File: config.mk
export PLATFORM = sky130hd
export DESIGN_NAME = instr_fetch_unit
export DESIGN_NICKNAME = d
export VERILOG_FILES = /design/src/rtl/instr_fetch_unit.sv
export SDC_FILE = /design/constraint.sdc
export NUM_CORES = 1
export LEC_CHECK = 0
export BUFFER_PORTS_ARGS = -buffer_cell sky130_fd_sc_hd__buf_4
export CORE_UTILIZATION = 40
export DETAILED_ROUTE_END_ITERATION = 8
export GPL_TIMING_DRIVEN = 0
export PLACE_DENSITY = 0.69
export SLEW_MARGIN = 10
export SYNTH_ARGS = -nofsm -noshare
export SYNTH_HDL_FRONTEND = slang
export SYNTH_SLANG_ARGS = --single-unit
File: constraint.sdc
create_clock -name clk -period 4.2 [get_ports clk]
set_clock_uncertainty 0.15 [all_clocks]
set_input_delay 0 -clock clk [delete_from_list [all_inputs] [get_ports clk]]
set_output_delay 0 -clock clk [all_outputs]
set_load 0.05 [all_outputs]
File: src/rtl/instr_fetch_unit.sv
// Instruction fetch unit: owns the PC, fetches over req/ack and hands words to decode over valid/ready.
// Define FETCH_MISALIGN_TRAP_EN to trap on a misaligned next PC instead of silently aligning it.
module instr_fetch_unit #(
  parameter int unsigned     XLEN     = 32,
  parameter logic [XLEN-1:0] RESET_PC = '0
) (
  input  logic            clk,
  input  logic            rst_n,
  output logic            imem_req,
  output logic [XLEN-1:0] imem_addr,
  input  logic            imem_ack,
  input  logic [31:0]     imem_rdata,
  output logic            instr_valid,
  input  logic            instr_ready,
  output logic [31:0]     instr,
  output logic [6:0]      op,
  output logic [2:0]      funct3,
  output logic [XLEN-1:0] pc_out,
  output logic [XLEN-1:0] pc_plus4,
  input  logic            pc_src,
  input  logic            jalr,
  input  logic [XLEN-1:0] branch_target,
  input  logic [XLEN-1:0] jalr_target,
  output logic [31:0]     instr_count,
  output logic            fetch_trap
);

  localparam logic [31:0] NOP = 32'h0000_0013;

  typedef enum logic [1:0] {
    IDLE,
    REQ,
    VALID,
    TRAP
  } state_t;

  state_t          state;
  logic [XLEN-1:0] pc;
  logic [XLEN-1:0] next_pc;
  logic [XLEN-1:0] sel_pc;
  logic            misaligned;

  assign imem_addr = pc;
  assign op        = instr[6:0];
  assign funct3    = instr[14:12];
  assign pc_plus4  = pc_out + XLEN'(4);

  // NOTE: every variable assigned in always_comb gets a default first, so no latch can be inferred.
  always_comb begin
    next_pc = pc_plus4;
    if (jalr) begin
      next_pc = {jalr_target[XLEN-1:1], 1'b0};
    end else if (pc_src) begin
      next_pc = branch_target;
    end
  end

`ifdef FETCH_MISALIGN_TRAP_EN
  assign sel_pc     = next_pc;
  assign misaligned = |next_pc[1:0];
`else
  // Without the trap, the low two bits are dropped so fetch stays word aligned.
  assign sel_pc     = next_pc & ~XLEN'(3);
  assign misaligned = 1'b0;
`endif

  // NOTE: sequential state uses non-blocking assignments only; blocking ones here would race other flops.
  always_ff @(posedge clk or negedge rst_n) begin
    if (!rst_n) begin
      state       <= IDLE;
      pc          <= RESET_PC;
      imem_req    <= 1'b0;
      instr_valid <= 1'b0;
      instr       <= NOP;
      pc_out      <= RESET_PC;
      instr_count <= '0;
    end else begin
      case (state)
        IDLE: begin
          imem_req <= 1'b1;
          state    <= REQ;
        end
        REQ: begin
          if (imem_ack) begin
            instr       <= imem_rdata;
            pc_out      <= pc;
            imem_req    <= 1'b0;
            instr_valid <= 1'b1;
            state       <= VALID;
          end
        end
        VALID: begin
          if (instr_ready) begin
            instr_valid <= 1'b0;
            instr_count <= instr_count + 32'd1;
            pc          <= sel_pc;
            if (misaligned) begin
              state <= TRAP;
            end else begin
              imem_req <= 1'b1;
              state    <= REQ;
            end
          end
        end
        TRAP: begin
          imem_req    <= 1'b0;
          instr_valid <= 1'b0;
          state       <= TRAP;
        end
        default: begin
          imem_req    <= 1'b0;
          instr_valid <= 1'b0;
          state       <= IDLE;
        end
      endcase
    end
  end

`ifdef FETCH_MISALIGN_TRAP_EN
  // Sticky until reset; set on the same edge that enters TRAP.
  always_ff @(posedge clk or negedge rst_n) begin
    if (!rst_n) begin
      fetch_trap <= 1'b0;
    end else if (state == VALID && instr_ready && misaligned) begin
      fetch_trap <= 1'b1;
    end
  end
`else
  assign fetch_trap = 1'b0;
`endif

endmodule

==> results.cfg, run 1 <==
[die]
io_pins = 275
row_count = 45
initial_core_util_pct = 40.9
die_w_um = 127
core_area_mm2 = 0.0152
dieArea_mm2 = 0.0160
die_h_um = 127

[power_and_ir_drop]
power_density_mw_per_mm2 = 748
p_int_mw = 4.01
p_comb_share_pct = 50.9
clockPowerShare_pct = 21.8
ir_drop_mv = 0.581
power_leakage_nw = 4.90
swShare_pct = 47.3
seqPwrFrac_pct = 27.2
p_switching_mw = 3.60

[clock_network]
cts_buffer_depth = 2
clkSinkCount = 128
post_cts_resize_count = 0
cts_root_buffer = clkbuf_16
clkLatencyLatePin_ns = 0.42
clk_pin_slew_worst_paths_ns = 0.06
htreeDepth = 4
cts_setup_buffers = 0
postCtsHoldBufs = 104
cts_inserted_buffers = 17
cts_tree = done

[yosys]
avgSynthCellArea_um2 = 11.4
ys_types = 46
yosys_warnings = 0
synthesis.instances = 545
ys_ff_latch = 128
syn_area_mm2 = 0.00621
async_flop_share_pct = 100
synth_edf_count = 0
synth_ff_type = dfrtp_1
seq_area_frac_synth_pct = 51.6

[critical_path]
cp-end-kind = flip-flop
crit_arrival_ns = 3.50
regToRegEndpoint = imem_addr[25]
worstSetupPathType = flip-flop to flip-flop
path_max_fanout = 10
r2r_slack_ns = 0.91
cp-start-kind = flip-flop
required_ns = 4.40
r2r_start = state[0]
rr_worst_depth = 7

[global_routing]
grt_use_met1_pct = 31.1
track_usage_pct = 26.7
grt_max_degree = 71
met3_usage_pct = 7.63
grt_pass1_vias = 6228
antenna_found_initial = 0
grt_pass1_wl_mm = 32.7
grt_remaining_overflow = 0
top_usage_layer = met2
grt_use_met2_pct = 45.2

[final_layout]
finish.utilization_pct = 67.0
diodes = 0
n_fill_cell = 1185
area_growth_pct = 63.9
fin_nets = 1040
postLayoutCellArea_mm2 = 0.0102
layout-drive-gt1-share_pct = 41.6

[min_path]
min_path_type = input pin to flip-flop
whs_endpoint = imem_addr[12]
hold_start = jalr
whs_path_depth = 3

[run_status]
outcome = finished, final reports clean

[drt]
drc = 0
drt_iter0_markers = 349
first_pass_iters = 5
wire_per_inst_um = 18.4
via_count = 6080
drt_wl_total_mm = 20.9
via_per_inst = 5.35
ant_nets = 0

[timing]
post-route-period-util_pct = 78.4
slew_viol_final = 0
rsz0062_at_grt = false
worst_slew_margin_rel_pct = 49.1
worst_pin_slew_ns = 0.764
post-route-min-period_ns = 3.29
fmax_mhz = 304
whs_ns = 0.0558
tns_ns = 0
hold_violations = 0
finalSetupViolations = 0
fin_ws_ns = 0.906

[placement]
post-place-ws_ns = 1.63
gp_congestion = 0.845
placed_area_mm2 = 0.00846
io_buffers = 261
dpl.hpwl_mm = 14.4

[job]
maxCapViolCount = 0
[power by group through the flow]
stage / clock [mW] / sequential (mW) / combinational [mW]
after floorplan: 0 / 3.37 / 1.18
after global placement: 0 / 2.04 / 3.69
after detailed placement: 0 / 2.07 / 3.72
after CTS: 1.69 / 2.06 / 3.87
after global routing: 1.74 / 2.13 / 4.01
final: 1.66 / 2.07 / 3.88
[cell usage after synthesis, types with 2 or more instances]
library cell | instances | area, um2
mux2_2 | 62 | 698
buf_2 | 3 | 15.0
inv_1 | 11 | 41.3
nand3_1 | 26 | 130
nor2_1 | 30 | 113
xnor2_1 | 45 | 394
o22ai_1 | 5 | 31.3
a221o_1 | 5 | 50.1
xor2_1 | 14 | 123
mux2i_1 | 6 | 60.1
and3_1 | 7 | 43.8
nand4_1 | 19 | 119
and4_1 | 4 | 35.0
ha_1 | 2 | 25.0
o2bb2ai_1 | 12 | 105
dfrtp_1 | 125 | 3130
nor3_2 | 3 | 30.0
nor3_1 | 6 | 30.0
a21oi_1 | 13 | 65.1
dfstp_2 | 3 | 78.8
a2bb2oi_1 | 5 | 43.8
and2_1 | 4 | 25.0
and4_4 | 2 | 22.5
nor4_2 | 6 | 75.1
o21ai_0 | 11 | 55.1
o221ai_1 | 6 | 52.6
a2bb2oi_2 | 2 | 30.0
buf_4 | 17 | 128
nor2b_1 | 2 | 12.5
clkbuf_1 | 20 | 75.1
nor4_1 | 2 | 12.5
buf_1 | 3 | 11.3
a221oi_1 | 12 | 105
nand2_1 | 40 | 150
[how the worst max path moves through the flow]
stage,from,endpoint,slack [ns],cells after the start
2_1_floorplan,pc_out[2],imem_addr[16],1.20,6
3_3_place_gp,pc_out[2],pc_plus4[14],1.66,6
3_5_place_dp,pc_out[2],pc_plus4[14],1.63,6
4_1_cts,state[0],imem_addr[29],1.02,7
5_1_grt,state[0],imem_addr[25],0.75,7
6_report,state[0],imem_addr[25],0.91,7
[critical path, cell delays in order, from the launching register on]
cell and delay (ns):
dfrtp_1 0.44, and3b_1 0.24, clkbuf_1 0.25, clkbuf_1 0.53
o221ai_1 0.24, dlygate4sd3_1 0.62, a2bb2oi_1 0.18, dlygate4sd3_1 0.57
[kinds of logic (layout without fill, tap and decap cells)]
family	count (synthesis)	in the layout	synth area share, %
adder cells (fa/ha/maj)	2	2	0.403
AO/OA/AOI/OAI	77	77	9.40
other	1	7	0.0604
AND/OR/NAND/NOR	156	156	13.7
flip-flops	128	128	51.6
buffers and inverters	54	452	4.35
multiplexers	68	68	12.2
XOR/XNOR	59	59	8.32
[layer usage]
layer / up-vias / routed length (um)
li1: 2734 / -
met1: 2947 / 7940
met2: 340 / 10300
met3: 59 / 1830
met4: 0 / 817
met5: - / 0
[area by class of cell]
cell class	instances	area [um2]	area share, %
plain buffers	43	229	2.25
clock inverters	12	204	2.00
clock buffers	20	467	4.58
repair buffers	366	3040	29.9
well taps	188	235	2.31
inverters	11	41.3	0.405
flip-flops and latches	128	3210	31.5
multi-input cells	369	2760	27.1
[through the flow]
step / cells / total power, mW
after floorplan: 551 / 4.54
after global placement: 1000 / 5.74
after detailed placement: 1001 / 5.79
after CTS: 1137 / 7.62
after global routing: 1137 / 7.88
final: 1137 / 7.62
[layout by cell type (no fill, tap or decap), types with 3 or more instances in the layout]
cell type,n
buf_4,277
dfrtp_1,125
dlygate4sd3_1,103
mux2_2,62
xnor2_1,45
nand2_1,40
nor2_1,30
nand3_1,26
clkbuf_1,20
nand4_1,19
clkbuf_16,17
xor2_1,14
a21oi_1,13
a221oi_1,12
o2bb2ai_1,12
inv_1,11
o21ai_0,11
and3_1,7
conb_1,7
nor4_2,6
nor3_1,6
o221ai_1,6
mux2i_1,6
a221o_1,5
a2bb2oi_1,5
o22ai_1,5
bufinv_16,5
and2_1,4
and4_1,4
nor3_2,3
buf_1,3
buf_2,3
clkbuf_8,3
clkinvlp_4,3
dfstp_2,3
[flip-flops by register name, indices dropped and copies added (netlist names)]
register     count
instr_count     32
instr           32
pc_out          30
imem_addr       30
state            2
instr_valid      1
imem_req         1
No activity file was read; power rests on OpenSTA's default activity.
==> run 2: changes to the inputs <==
Settings changed: ABC_AREA set to 1, PLACE_DENSITY 0.69 to 0.68.
Clock period 4.2 ns to 3.1 ns, I/O delays scaled along.
==> run 2 against run 1 <==
Setup slack worse by 0.39 ns. Hold slack better by 0.14 ns. Fmax grew 28%. Sequential share of layout area down 2.1 points. Highest routed layer unchanged.
==> results.cfg, run 2 <==
[timing]
slew_viol_final = 0
hold_violations = 0
worst_slew_margin_rel_pct = 48.0
fmax_mhz = 387
worst_pin_slew_ns = 0.780
finalSetupViolations = 0
tns_ns = 0
rsz0062_at_grt = false
post-route-min-period_ns = 2.58
post-route-period-util_pct = 83.3

[critical_path]
cp-start-kind = flip-flop
path_max_fanout = 6
slowest_delay_ns = 0.58
crit_arrival_ns = 2.79
worstSetupPathType = flip-flop to flip-flop
cp-end-kind = flip-flop
slowest_stage = dlygate4sd3_1
rr_worst_depth = 10
path_cells = ha_1, nand2_1, nor2_4, nand2_2, nor2_4, nand3_1, nand3_1, nand2_1, a21boi_1, dlygate4sd3_1
required_ns = 3.31

[final_layout]
seq_area_mm2 = 0.00321
layout-drive-gt1-share_pct = 30.4
multiInputGateArea_mm2 = 0.00322
diodes = 0
area_growth_pct = 55.4
reg_top3 = instr: 32 flops, instr_count: 32 flops
mostFrequentLayoutCells = 278 x buf_4, 233 x nand2_1, 125 x dfrtp_1, 98 x nor2_1, 97 x dlygate4sd3_1
fin_nets = 1358
layout_commonest_cell = buf_4
n_fill_cell = 1487

[drt]
drt_iter0_markers = 435
drc = 0
ant_nets = 0
via_per_inst = 4.88
first_pass_iters = 5
wire_per_inst_um = 16.5
drt_wl_total_mm = 24.5
via_count = 7284

[global_routing]
grt_pass1_vias = 7184
track_usage_pct = 27.7
antenna_found_initial = 0
grt_max_degree = 73
grt_pass1_wl_mm = 38.0
grt_remaining_overflow = 0

[yosys]
synth_top_area_cell = dfrtp_1
ys_types = 39
synth.area.top_cells = dfrtp_1 45%, nand2_1 12%, nor2_1 5.2%, inv_1 5.0%, mux2_2 5.0%
yosysMostFrequentCell = nand2_1
synth_common_cells = 233 x nand2_1, 125 x dfrtp_1, 98 x nor2_1, 93 x inv_1, 44 x o21ai_0
ys_ff_latch = 128
synth_top_area_share_pct = 44.5
async_flop_share_pct = 100
synth_ff_type = dfrtp_1
yosys_warnings = 0
syn_area_mm2 = 0.00703
avgSynthCellArea_um2 = 8.10
synth_edf_count = 0
seq_area_frac_synth_pct = 45.6
synthesis.instances = 868

[placement]
dpl.hpwl_mm = 17.4
gp_congestion = 0.905
io_buffers = 262

[clock_network]
htreeDepth = 4
clkSinkCount = 128
clkLatencyLatePin_ns = 0.43
cts_root_buffer = clkbuf_16
cts_buffer_depth = 2
clk_pin_slew_worst_paths_ns = 0.06
cts_inserted_buffers = 17
cts_tree = done

[power_and_ir_drop]
power_mw = 12.6
ir_drop_mv = 0.880
power_leakage_nw = 5.38
power_density_mw_per_mm2 = 1150

[min_path]
whs_path_depth = 3
min_path_type = input pin to flip-flop

[die]
row_count = 48
die_h_um = 135
core_area_mm2 = 0.0172
dieArea_mm2 = 0.0181
die_w_um = 135
io_pins = 275
initial_core_util_pct = 40.8

[run_status]
outcome = finished, final reports clean

[job]
maxCapViolCount = 0
[run 2: metal layers]
metal	part of all wire, %	wire, um	track usage, %
met3	6.8	1660	5.67
met5	0	0	0
met2	47	11600	45.4
met4	2.8	678	11.6
met1	43	10600	35.7
[run 2: what timing repair did]
item,4_1_cts,5_1_grt
resized for setup,0,0
setup buffers,0,0
hold buffers,98,0
hold endpoints to repair,197,0
setup endpoints to repair,0,0
[run 2: cell type report]
class	instances	share of cell area (%)
clock inverters	14	1.41
multi-input cells	608	29.5
plain buffers	45	2.52
clock buffers	18	4.02
repair buffers	361	27.4
well taps	225	2.58
flip-flops and latches	128	29.4
inverters	93	3.20
[run 2: final timing paths]
kind	to	slack (ns)	from
max	imem_addr[26]	0.52	pc_out[2]
min	instr[30]	0.19	imem_rdata[30]
max reg2reg	imem_addr[26]	0.52	pc_out[2]
min reg2reg	instr[24]	0.34	instr[24]
max in group asynchronous	instr[1]	1.88	rst_n
min in group asynchronous	imem_addr[29]	0.54	rst_n
[run 2: logic make-up (layout without fill, tap and decap cells)]
family | count (synthesis) | after routing | share of synthesized area [%]
buffers and inverters | 138 | 531 | 8.89
other | 1 | 7 | 0.0534
muxes | 36 | 36 | 5.77
adders and majority gates | 2 | 2 | 0.356
xor gates and xnor gates | 39 | 39 | 5.07
AOI/OAI and AO/OA | 104 | 104 | 8.26
and+or+nand+nor | 420 | 420 | 26.0
DFF | 128 | 128 | 45.6
[run 2: worst max-delay path, delay by kind of cell, from the launching register on]
| kind | cells | cell delay (ns) |
|---|---|---|
| simple gates | 7 | 0.97 |
| buf+inv | 1 | 0.58 |
| flops | 1 | 0.46 |
| fa+ha+maj | 1 | 0.22 |
| compound gates | 1 | 0.14 |
[run 2: power breakdown]
group          total [mW]  internal, mW  switching (mW)
Sequential           3.03          2.35           0.680
Combinational        7.54          2.44            5.10
Clock                2.03          1.21           0.812
Total                12.6          6.00            6.59
[run 2: metrics by stage]
step | cell area, um2 | util [%] | setup slack [ns] | std cells | hold WS [ns]
after CTS | 10900 | 63.4 | 0.584 | 1492 | 0.163
after floorplan | 7050 | - | 0.243 | 874 | -0.446
after detailed placement | 9330 | 54.1 | 0.993 | 1362 | -0.145
after global routing | 10900 | 63.4 | 0.309 | 1492 | 0.192
final | 10900 | 63.4 | 0.517 | 1492 | 0.195
after global placement | 9300 | 53.9 | 1.02 | 1361 | 0.0655
==> run 3: changes to the inputs <==
Clock period 3.1 ns to 2.4 ns, I/O delays scaled along.
==> run 3 against run 2 <==
The flow now finishes with violations (hold timing). Setup slack worse by 0.46 ns. Sequential share of layout area is 0.54 points lower. Core utilization is 1.5 points higher. Wire length is 2.8% higher. Design area is 2.4% higher. Register-to-register slack worse by 0.46 ns. Sequential power is 28% higher.
==> results.cfg, run 3 (synthesized netlist as in run 2, its figures left out) <==
[timing]
worst_slew_margin_rel_pct = 49.1
tns_ns = 0
whs_ns = -0.0188
fmax_mhz = 426
slew_viol_final = 0
post-route-min-period_ns = 2.35
hold_violations = 6
rsz0062_at_grt = true
post-route-period-util_pct = 97.8
worst_pin_slew_ns = 0.763
finalSetupViolations = 0

[power_and_ir_drop]
seqPwrFrac_pct = 23.7
swShare_pct = 51.8
p_comb_share_pct = 59.9
power_leakage_nw = 5.52
p_int_mw = 7.94
power_mw = 16.4
power_density_mw_per_mm2 = 1470
ir_drop_mv = 1.04
clockPowerShare_pct = 16.4
p_switching_mw = 8.51

[global_routing]
grt_max_degree = 68
grt_pass1_vias = 7190
antenna_found_initial = 0
grt_remaining_overflow = 0
track_usage_pct = 27.8
grt_pass1_wl_mm = 38.2

[critical_path]
cp.depth = 9
cp-start-kind = flip-flop
cp-end-kind = flip-flop
crit_arrival_ns = 2.54
rr_worst_depth = 9
slowest_delay_ns = 0.57
path_cells = nand2_1, nor2_2, nand2_4, nor2_4, nand3_1, nand3_1, nand2_1, a21oi_1, dlygate4sd3_1
slowest_stage = dlygate4sd3_1
path_max_fanout = 5
worstSetupPathType = flip-flop to flip-flop
required_ns = 2.59
critPathBufInv = 1
path_delay_family = simple AND/OR/NAND/NOR gates

[drt]
drt_wl_total_mm = 25.2
drt_iter0_markers = 412
drc = 0
via_count = 7468
wire_per_inst_um = 16.7
via_per_inst = 4.95
first_pass_iters = 7
ant_nets = 0

[clock_network]
cts_buffer_depth = 2
htreeDepth = 4
clkSinkCount = 128
cts_tree = done
clkLatencyLatePin_ns = 0.41
clk_pin_slew_worst_paths_ns = 0.06
cts_root_buffer = clkbuf_16
cts_inserted_buffers = 17

[min_path]
min_path_type = input pin to async pin

[placement]
gp_congestion = 0.943
dpl.hpwl_mm = 17.9
io_buffers = 262

[die]
dieArea_mm2 = 0.0181
die_w_um = 135
initial_core_util_pct = 40.8
io_pins = 275
row_count = 48
core_area_mm2 = 0.0172
die_h_um = 135

[job]
maxCapViolCount = 0

[final_layout]
diodes = 0
layout_commonest_cell = buf_4
fin_nets = 1374
area_growth_pct = 59.2
n_fill_cell = 1487
mostFrequentLayoutCells = 295 x buf_4, 232 x nand2_1, 111 x dfrtp_1, 97 x nor2_1, 97 x dlygate4sd3_1
reg_top3 = instr: 32 flops, instr_count: 32 flops
layout-drive-gt1-share_pct = 33.4

[run_status]
violations = hold timing
outcome = finished, violations left
run 3: changes by cell type in the layout (fill, tap and decap cells not counted), sizes merged:
cell | before | now
buf | 294 | 310
bufinv | 2 | 3
clkinv | 5 | 6
clkinvlp | 3 | 4
clkbuf | 33 | 34
inv | 97 | 93
run 3: layer usage:
metal | vias to the layer above | GRT usage, % | part of all wire [%]
met5 | - | 0 | 0
met4 | 0 | 11.8 | 3.1
met3 | 52 | 6.31 | 7.0
met2 | 332 | 47.0 | 48
met1 | 3546 | 34.2 | 42
li1 | 3538 | - | -
run 3: through the flow:
stage | util [%] | instance area (um2) | setup slack, ns | hold WS, ns | instances
3_5_place_dp | 54.7 | 9430 | 0.377 | -0.115 | 1362
5_1_grt | 64.9 | 11200 | -0.0519 | 0.0464 | 1508
6_report | 64.9 | 11200 | 0.0521 | -0.0188 | 1508
4_1_cts | 63.9 | 11000 | 0.0189 | 0.00906 | 1491
3_3_place_gp | 54.5 | 9400 | 0.418 | 0.0628 | 1361
2_1_floorplan | - | 7150 | -0.283 | -0.446 | 874
run 3: path summary, 6_finish.rpt:
path	from	to	slack [ns]
worst max register to register	pc_out[5]	imem_addr[29]	0.05
worst min register to register	state[0]	imem_req	0.34
worst min-delay path	rst_n	instr[8]	-0.02
max in group asynchronous	rst_n	pc_out[31]	1.31
min in group clk	pc_src	imem_addr[21]	0.07
worst max-delay path	pc_out[5]	imem_addr[29]	0.05
run 3: layout make-up:
class                      count  area, um2  share of cell area (%)
buffer                        45        279                    2.49
clock buffer                  19        453                    4.05
clock inverter                13        160                    1.43
inverter                      93        357                    3.19
multi-input combinational    608       3330                    29.8
sequential                   128       3220                    28.8
tap                          225        282                    2.52
timing repair buffer         377       3100                    27.7
run 3: worst reg2reg max path: stages (launching register included):
cell	delay [ns]
dfrtp_1	0.44
nand2_1	0.13
nor2_2	0.19
nand2_4	0.13
nor2_4	0.22
nand3_1	0.14
nand3_1	0.11
nand2_1	0.06
a21oi_1	0.14
dlygate4sd3_1	0.57
run 3: power groups by stage:
stage | combinational (mW) | sequential [mW] | clock (mW)
6_report | 9.86 | 3.89 | 2.70
5_1_grt | 10.3 | 4.01 | 2.85
4_1_cts | 9.57 | 3.90 | 2.74
3_5_place_dp | 9.33 | 3.93 | 0
3_3_place_gp | 9.25 | 3.89 | 0
2_1_floorplan | 3.63 | 6.63 | 0
run 3: what timing repair did:
item,CTS,global route
resized for setup,0,26
hold buffers,97,0
setup buffers,0,17
hold endpoints to repair,198,0
endpoints found under the setup margin,0,13
